$ cat config.mk
export PLATFORM = sky130hd
export DESIGN_NAME = instr_fetch
export DESIGN_NICKNAME = d
export VERILOG_FILES = /design/src/rtl/instr_fetch_pkg.sv /design/src/rtl/instr_fetch.sv
export SDC_FILE = /design/constraint.sdc
export NUM_CORES = 1
export LEC_CHECK = 0
export CORE_AREA = 2 2 133 122
export CTS_BUF_LIST = sky130_fd_sc_hd__clkbuf_4
export CTS_CLUSTER_SIZE = 14
export DETAILED_ROUTE_END_ITERATION = 7
export DIE_AREA = 0 0 135 124
export PLACE_DENSITY_LB_ADDON = 0.25
export SLEW_MARGIN = 10
export SYNTH_ARGS = -nofsm -noshare
export SYNTH_HDL_FRONTEND = slang
export SYNTH_SLANG_ARGS = --single-unit
$ cat constraint.sdc
create_clock -name clk -period 5.1 [get_ports clk]
set_clock_uncertainty 0.15 [all_clocks]
set_input_delay 1.53 -clock clk [delete_from_list [all_inputs] [get_ports clk]]
set_output_delay 1.53 -clock clk [all_outputs]
set_load 0.1 [all_outputs]
$ cat src/rtl/instr_fetch_pkg.sv
// Shared core types: datapath width, instruction-fetch FSM states and the
// control FSM state set that drives fetch_start.
package instr_fetch_pkg;

  localparam int XLEN = 32;

  // Instruction fetch unit states
  typedef enum logic [1:0] {
    FS_IDLE  = 2'd0,
    FS_WAIT  = 2'd1,
    FS_VALID = 2'd2
  } fetch_state_t;

  // Control FSM states of the core; FETCH is the one that raises fetch_start
  typedef enum logic [2:0] {
    CS_FETCH     = 3'd0,
    CS_DECODE    = 3'd1,
    CS_EXECUTE   = 3'd2,
    CS_MEMORY    = 3'd3,
    CS_WRITEBACK = 3'd4
  } ctrl_state_t;

  // Instruction addresses must be word aligned
  function automatic logic word_aligned(input logic [XLEN-1:0] addr);
    return addr[1:0] == 2'b00;
  endfunction

endpackage

$ cat src/rtl/instr_fetch.sv
// Instruction fetch unit: issues one memory read per fetch_start, holds the
// returned word with its address, tracks wait cycles and rejects misaligned PCs.
module instr_fetch
  import instr_fetch_pkg::*;
#(
  parameter logic [XLEN-1:0] RESET_PC = 32'h0000_0000
) (
  input  logic            clk,
  input  logic            reset,
  input  logic            fetch_start,
  input  logic            pc_update,
  input  logic [XLEN-1:0] pc_next,
  output logic            mem_req,
  output logic [XLEN-1:0] mem_addr,
  input  logic            mem_ready,
  input  logic [XLEN-1:0] mem_rdata,
  output logic [XLEN-1:0] instr,
  output logic            instr_valid,
  output logic [XLEN-1:0] pc_cur,
  output logic [XLEN-1:0] pc_plus4,
  output logic            busy,
  output logic            misaligned,
  output logic [15:0]     stall_count
);

  fetch_state_t    state;
  fetch_state_t    state_next;
  logic            upd_ok;       // pc_update carrying an acceptable target
  logic            upd_bad;      // pc_update carrying a misaligned target
  logic [XLEN-1:0] fetch_pc;     // address used when a fetch is launched
  logic            pend_valid;   // a PC update arrived while waiting
  logic [XLEN-1:0] pend_pc;

  assign upd_ok   = pc_update && word_aligned(pc_next);
  assign upd_bad  = pc_update && !word_aligned(pc_next);
  assign fetch_pc = upd_ok ? pc_next : pc_cur;
  assign pc_plus4 = pc_cur + XLEN'(4);

  // State register
  always_ff @(posedge clk or negedge reset) begin
    if (!reset) begin
      state <= FS_IDLE;
    end else begin
      state <= state_next;
    end
  end

  // Next-state logic; requests arriving outside IDLE are dropped, not queued
  always_comb begin
    state_next = state;
    unique case (state)
      FS_IDLE:  if (fetch_start) state_next = FS_WAIT;
      FS_WAIT:  if (mem_ready) state_next = FS_VALID;
      FS_VALID: state_next = FS_IDLE;
      default:  state_next = FS_IDLE;
    endcase
  end

  // State-decoded outputs; mem_req drops as soon as reset forces IDLE
  always_comb begin
    mem_req     = (state == FS_WAIT);
    busy        = (state == FS_WAIT);
    instr_valid = (state == FS_VALID);
  end

  // Request address is latched at launch and stays put for the whole wait
  always_ff @(posedge clk or negedge reset) begin
    if (!reset) begin
      mem_addr <= RESET_PC;
    end else if (state == FS_IDLE && fetch_start) begin
      mem_addr <= fetch_pc;
    end
  end

  // Program counter; updates seen while waiting are deferred to the capture edge
  always_ff @(posedge clk or negedge reset) begin
    if (!reset) begin
      pc_cur <= RESET_PC;
    end else begin
      unique case (state)
        FS_IDLE:  if (fetch_start || upd_ok) pc_cur <= fetch_pc;
        FS_WAIT: begin
          if (mem_ready) begin
            if (upd_ok) begin
              pc_cur <= pc_next;
            end else if (pend_valid) begin
              pc_cur <= pend_pc;
            end
          end
        end
        FS_VALID: if (upd_ok) pc_cur <= pc_next;
        default:  pc_cur <= pc_cur;
      endcase
    end
  end

  // Single-entry pending PC slot, newest update overwrites older ones
  always_ff @(posedge clk or negedge reset) begin
    if (!reset) begin
      pend_valid <= 1'b0;
      pend_pc    <= '0;
    end else if (state == FS_WAIT) begin
      if (mem_ready) begin
        pend_valid <= 1'b0;
      end else if (upd_ok) begin
        pend_valid <= 1'b1;
        pend_pc    <= pc_next;
      end
    end
  end

  // Instruction capture on the cycle memory answers
  always_ff @(posedge clk or negedge reset) begin
    if (!reset) begin
      instr <= '0;
    end else if (state == FS_WAIT && mem_ready) begin
      instr <= mem_rdata;
    end
  end

  // Sticky misalignment flag, cleared only by reset
  always_ff @(posedge clk or negedge reset) begin
    if (!reset) begin
      misaligned <= 1'b0;
    end else if (upd_bad) begin
      misaligned <= 1'b1;
    end
  end

  // Saturating count of cycles spent waiting for memory
  always_ff @(posedge clk or negedge reset) begin
    if (!reset) begin
      stall_count <= '0;
    end else if (state == FS_WAIT && !mem_ready && stall_count != 16'hFFFF) begin
      stall_count <= stall_count + 16'd1;
    end
  end

endmodule

Yosys cells after proc, flatten, opt, wreduce, memory -nomap -nowiden
Cells that the tools add are included.
Storage, ports and cells
  flip-flop bits (word level): 148
  input port bits: 69
  word-level logic and storage cells: 46
  output and inout bits: 148
Cells by class
  mux-type cells: 11
  reductions and logical operators: 17
  equal/unequal tests: 7
  add/subtract/negate cells: 2
  bitwise operators: 1
Operators by type and width (number)
  $mux 32: 5
  $pmux 32 s3: 1
  $add 32x3->32 const B: 1
  $add 16x1->16 const B: 1
  $ne 16x16->1 const B: 1
  $logic_and 1x1->1: 6
  $logic_not 2->1: 2
  $mux 2: 2
  $ne 2x2->1 const B: 2
  $pmux 2 s2: 1
  $reduce_and 2->1: 2
  $reduce_and 4->1: 1
  $ne 3x1->1 const B: 1
  $reduce_and 3->1: 1
  $reduce_bool 3->1: 1
  $eq 2x1->1 const B: 1
  $eq 2x2->1 const B: 1
  $logic_not 1->1: 2
  $mux 1: 2
  $ne 2x1->1 const B: 1
  $reduce_bool 2->1: 1
  $logic_or 1x1->1: 1
  $not 1->1: 1

Depth between registers and ports, before layout
Gate-level depths: netlist of run 1.
  word-level depth: 5
  depth in mapped cells: 7
  mapped depth without buffers: 5

Worst setup path before layout of run 1
No wires, ideal clock.
  kind: register to output
  start: reg pc_cur[3]
  end: out pc_plus4[28]
  arrival time: 3.837 ns
  slack: -0.417 ns
  cell stages (with the launch flop): 6
  cells stage by stage: dfrtp_1 ha_1 nand4_1 nor4_2 nand4_1 xnor2_1
Between the ends
  word-level cells in the longest chain between the ends: 1
RTL lines
  start, declared: line instr_fetch.sv:19  | output logic [XLEN-1:0] pc_cur,
  start signal, assigned: line instr_fetch.sv:81  | FS_IDLE: if (fetch_start || upd_ok) pc_cur <= fetch_pc;
  start signal, assigned: line instr_fetch.sv:85  | pc_cur <= pc_next;
  start signal, assigned: line instr_fetch.sv:87  | pc_cur <= pend_pc;
  $add 32x3->32: line instr_fetch.sv:37  | assign pc_plus4 = pc_cur + XLEN'(4);
  end, declared: line instr_fetch.sv:20  | output logic [XLEN-1:0] pc_plus4,
No other way between the ends.

Worst setup path after layout of run 1
  start: reg pc_cur[7]
  end: out pc_plus4[29]
The elaborated chain is that of the path after synthesis.

==> impl_metrics.tcl, run 1 <==
set metrics [dict create \
    wl_per_cell_um 17.3 \
    synth.distinct_cells 43 \
    core-area_mm2 0.0153 \
    cts_hold_buffers 0 \
    status "complete, no violations" \
    first_iter_violations 304 \
    cp-start-kind "flip-flop" \
    slew_violations 0 \
    cts_setup_buffers 0 \
    timing_hold_violations_final 0 \
    routed_via_density 5.35 \
    synth_area_per_cell_um2 10.7 \
    die_x_um 135 \
    ctsResizeCount 0 \
    grt_overflow 0 \
    fillers 1279 \
    whs_ns 0.330 \
    setup_ws_ns 0.702 \
    drive_gt1_frac 0.186 \
    grt_pass1_wl_um 28800 \
    hp-class "flip-flop to flip-flop" \
    syn_nets 700 \
    cts.sinks 148 \
    crit_type "flip-flop to primary output" \
    routabilityCongestion 0.795 \
    ant_nets 0 \
    worstMarginPinSlew_ns 1.04 \
    numPortBuffers 216 \
    cts_htree_levels 4 \
    antenna_found_initial 0 \
    cts_max_path_buffers 2 \
    io_pins 217 \
    endpoint_kind "primary output" \
    dieHeight_um 124 \
    syn_to_final_growth_pct 38.7 \
    cp_data_arrival_time_ns 2.72 \
    drc 0 \
    synth_seq_cells 148 \
    clk_pin_slew_worst_paths_ns 0.12 \
    vias 5604 \
    fmax_mhz 227 \
    place_ws_ns 1.09 \
    grtUsageTotal 0.220 \
    rsz0062_at_grt "false" \
    drv_cap 0 \
    antennaDiodeCount 0 \
    grt_max_degree 84 \
    drtPass1Iterations 4 \
    path_max_fanout 11 \
    multiInputGateArea_mm2 0.00296 \
    final-seq-area_mm2 0.00370 \
    insertion_delay_ns 0.53 \
    drt-total-wl_um 18100 \
    cts_buffers 17 \
    slew_headroom 0.304 \
    num_rows 43 \
    dp_hpwl_um 12500 \
    fin_crit_sh 0.862 \
    fin_crit_ns 4.40 \
    die_area_mm2 0.0167 \
    fin_nets 903 \
    ys_seq_area_frac 0.548 \
    setup_viol 0 \
    synthCells 629 \
    worstPathRequired_ns 3.42 \
    synth_warnings 0 \
    cts_tree "built" \
    netlist_area_mm2 0.00676 \
    grt_pass1_vias 5638 \
    cts-root-buf "clkbuf_4" \
    initial_utilization 0.442 \
]
-- placed cells by master (no fill, tap or decap), types with 3 or more instances in the layout --
master           instances
o21ai_0                  6
nand2_1                 73
clkinv_1                 3
o22ai_1                 30
nand2b_1                 4
nor2_1                  71
and3_1                   8
nand4_1                 10
nor3_1                   9
mux2_2                  61
inv_1                    5
dfrtp_1                148
nand4_2                  3
clkdlybuf4s50_1        190
and2_1                   3
a21oi_1                 36
a31oi_1                 29
xor2_2                   8
nor4_4                   3
clkinv_2                 6
clkbuf_4                19
xnor2_1                 13
buf_4                   33
xnor2_2                  7
nor4_1                   4
xor2_1                  13
nand3_1                 17
-- through the flow --
stage                     TNS (ns)   util  std cells  instance area [um^2]
after floorplan             -0.164      -        629                  6870
after global placement           0  0.597       1015                  9120
after detailed placement         0  0.597       1015                  9120
after CTS                        0  0.614       1047                  9380
after global routing             0  0.614       1047                  9380
final                            0  0.614       1047                  9380
-- registers in the layout, indices dropped and copies added (netlist names) --
signal and cells:
instr 32, mem_addr 32, pc_cur 32, pend_pc 32, stall_count 16, state 2, misaligned 1, pend_valid 1
-- area by class of cell --
type                            count  area share
Multi-Input combinational cell    435       0.316
Tap cell                          202      0.0270
Inverter                            5     0.00200
Clock inverter                     13      0.0124
Sequential cell                   148       0.395
Timing Repair Buffer              225       0.233
Clock buffer                       19      0.0152
-- kinds of logic after synthesis --
logic type,count (synthesis),synth area share
buf+inv,46,0.0337
compound gates,111,0.0981
simple gates,218,0.159
flops,148,0.548
mux,63,0.105
fa+ha+maj,2,0.00370
xor+xnor,41,0.0531
-- path summary, 6_finish.rpt --
path | startpoint | endpoint | slack [ns] | depth (start not counted)
worst max register to register | state[0] | pend_pc[26] | 2.89 | 3
min in group asynchronous | reset | mem_addr[8] | 0.87 | 1
worst min-delay path | misaligned | misaligned | 0.33 | 1
worst min register to register | misaligned | misaligned | 0.33 | 1
worst max-delay path | pc_cur[7] | pc_plus4[29] | 0.70 | 5
max in group asynchronous | reset | stall_count[3] | 2.87 | 2
-- worst max-delay path, stage by stage, from the launching register on --
cell,delay (ns)
dfrtp_1,0.53
nand4_2,0.21
or3_4,0.52
nor4_1,0.45
xor2_2,0.17
buf_4,0.31
-- synthesized netlist by cell type, drive strengths merged --
| master | n | area, um^2 |
|---|---|---|
| nand2b | 4 | 25.0 |
| and2 | 4 | 25.0 |
| nor4 | 8 | 101 |
| ha | 2 | 25.0 |
| a22oi | 2 | 15.0 |
| o21ai | 6 | 30.0 |
| xor2 | 21 | 184 |
| or2 | 1 | 6.26 |
| o21a | 1 | 7.51 |
| nor2b | 1 | 6.26 |
| a2bb2oi | 2 | 17.5 |
| a21oi | 36 | 180 |
| xnor2 | 20 | 175 |
| and3 | 8 | 50.1 |
| o31ai | 1 | 7.51 |
| o22ai | 30 | 188 |
| nor3 | 9 | 45.0 |
| o311a | 1 | 10.0 |
| nand4 | 13 | 100 |
| nor3b | 2 | 31.3 |
| inv | 5 | 18.8 |
| mux2 | 63 | 709 |
| or3 | 2 | 17.5 |
| dfrtp | 148 | 3700 |
| clkbuf | 15 | 56.3 |
| a31oi | 29 | 181 |
| nand2 | 74 | 278 |
| or3b | 2 | 17.5 |
| nor2 | 71 | 267 |
| o2111ai | 1 | 8.76 |
| a22o | 2 | 17.5 |
| buf | 26 | 153 |
| and4 | 2 | 17.5 |
| nand3 | 17 | 85.1 |
-- layer usage --
metal / GRT usage / part of all wire
met1: 0.290 / 0.43
met2: 0.343 / 0.45
met4: 0.0573 / 0.0095
met5: 0 / 0
met3: 0.0851 / 0.10
Power of run 1 is left out: the tool's default activity adds up to more than one toggle a clock period on the data nets, which glitch-free logic cannot reach.
==> run 2, diff against run 1 <==
--- a/config.mk
+++ b/config.mk
@@ -5,11 +5,11 @@
 export SDC_FILE = /design/constraint.sdc
 export NUM_CORES = 1
 export LEC_CHECK = 0
-export CORE_AREA = 2 2 133 122
+export CORE_AREA = 2 2 124 114
 export CTS_BUF_LIST = sky130_fd_sc_hd__clkbuf_4
 export CTS_CLUSTER_SIZE = 14
 export DETAILED_ROUTE_END_ITERATION = 7
-export DIE_AREA = 0 0 135 124
+export DIE_AREA = 0 0 126 116
 export PLACE_DENSITY_LB_ADDON = 0.25
 export SLEW_MARGIN = 10
 export SYNTH_ARGS = -nofsm -noshare
==> run 2 against run 1 <==
Net effect:
- final area shrank 0.89%
- routed wire length shrank 0.36%
- flip-flop and latch count is the same
- sequential share of layout area grew 0.36 points
- hold slack gained 0.013 ns
- first-iteration DRC count grew 66%
- critical path depth is the same
- non-clock buffer count grew 1
- critical path type unchanged
- highest routed layer unchanged
==> impl_metrics.tcl, run 2 (same netlist as run 1, synthesis figures left out) <==
set metrics [dict create \
    cts_buffers 17 \
    dieHeight_um 116 \
    startpoint "pc_cur[7]" \
    slew_violations 0 \
    ctsResizeCount 0 \
    path_max_fanout 11 \
    final_common_cell "clkdlybuf4s50_1" \
    antennaDiodeCount 0 \
    endpoint_kind "primary output" \
    cts_max_path_buffers 2 \
    cts_hold_buffers 0 \
    drt-total-wl_um 18000 \
    routed_via_density 5.63 \
    path_delay_family "simple AND/OR/NAND/NOR gates" \
    grt_max_degree 101 \
    vias 5699 \
    worstMarginPinSlew_ns 1.04 \
    grt_overflow 0 \
    num_rows 40 \
    drtPass1Iterations 6 \
    wl_per_cell_um 17.8 \
    fin_crit_sh 0.867 \
    fmax_mhz 226 \
    rsz0062_at_grt "false" \
    grt_pass1_vias 5560 \
    crit_type "flip-flop to primary output" \
    drive_gt1_frac 0.181 \
    insertion_delay_ns 0.54 \
    die_area_mm2 0.0146 \
    numPortBuffers 216 \
    fin_nets 904 \
    slew_headroom 0.305 \
    cpPeakStageDelay_ns 0.54 \
    cp-start-kind "flip-flop" \
    layout_common_cells "clkdlybuf4s50_1, dfrtp_1, nand2_1, nor2_1, mux2_2" \
    clk_pin_slew_worst_paths_ns 0.11 \
    syn_to_final_growth_pct 37.5 \
    first_iter_violations 504 \
    die_x_um 126 \
    cp_cell_sequence "nand4_2, or3_4, nor4_1, xor2_2, buf_4" \
    status "complete, no violations" \
    cts-root-buf "clkbuf_4" \
    critPathBufInv 1 \
    setup_viol 0 \
    antenna_found_initial 0 \
    core-area_mm2 0.0132 \
    worstPathRequired_ns 3.42 \
    cts_tree "built" \
    cts_setup_buffers 0 \
    cts.sinks 148 \
    initial_utilization 0.512 \
    cts_htree_levels 4 \
    dp_hpwl_um 12500 \
    io_pins 217 \
    hold_start "mem_addr[2]" \
    drc 0 \
    r2r-start "state[0]" \
    grtUsageTotal 0.249 \
    critical-path-slowest-cell "dfrtp_1" \
    detailed_place.area_mm2 0.00907 \
    ant_nets 0 \
    drv_cap 0 \
    routabilityCongestion 0.801 \
    fin_crit_ns 4.42 \
    hp-class "flip-flop to flip-flop" \
    timing_hold_violations_final 0 \
    final_cell_area_mm2 0.00929 \
    grt_pass1_wl_um 28900 \
    cp_data_arrival_time_ns 2.74 \
]
[run 2: per-layer routing]
metal,vias to the layer above,global-route usage,share of wire
met4,0,0.0681,0.0094
met1,2803,0.321,0.42
met2,263,0.401,0.48
met3,15,0.0919,0.096
li1,2618,-,-
met5,-,0,0
[run 2: tightest hold or removal path: stages, from the launching register on]
cell and delay (ns):
dfrtp_1 0.36, nand2_1 0.04, o21ai_0 0.06
[run 2: path summary, 6_finish.rpt]
kind	to	cells after the start	slack, ns
max	pc_plus4[29]	5	0.68
max in group asynchronous	mem_addr[31]	2	2.90
max reg2reg	instr[12]	5	3.01
min in group asynchronous	pc_cur[9]	1	0.89
min	mem_addr[2]	2	0.34
min reg2reg	mem_addr[2]	2	0.34
[run 2: per-stage QoR]
stage                util  hold WS, ns  worst slack (ns)  std cells  setup TNS (ns)
finish              0.703        0.343             0.676       1012               0
floorplan               -        0.298            -0.109        629          -0.164
global placement    0.686        0.301              1.23        982               0
CTS                 0.703        0.347             0.630       1012               0
detailed placement  0.686        0.321              1.15        982               0
global route        0.703        0.372             0.494       1012               0
[run 2: final cells by class]
class,instances,area (um^2)
fillers,974,3920
flip-flops and latches,148,3700
multi-input cells,435,2960
repair buffers,226,2180
well taps,168,210
clock buffers,21,158
clock inverters,9,65.1
inverters,5,18.8
Power of run 2 is left out for the same reason.
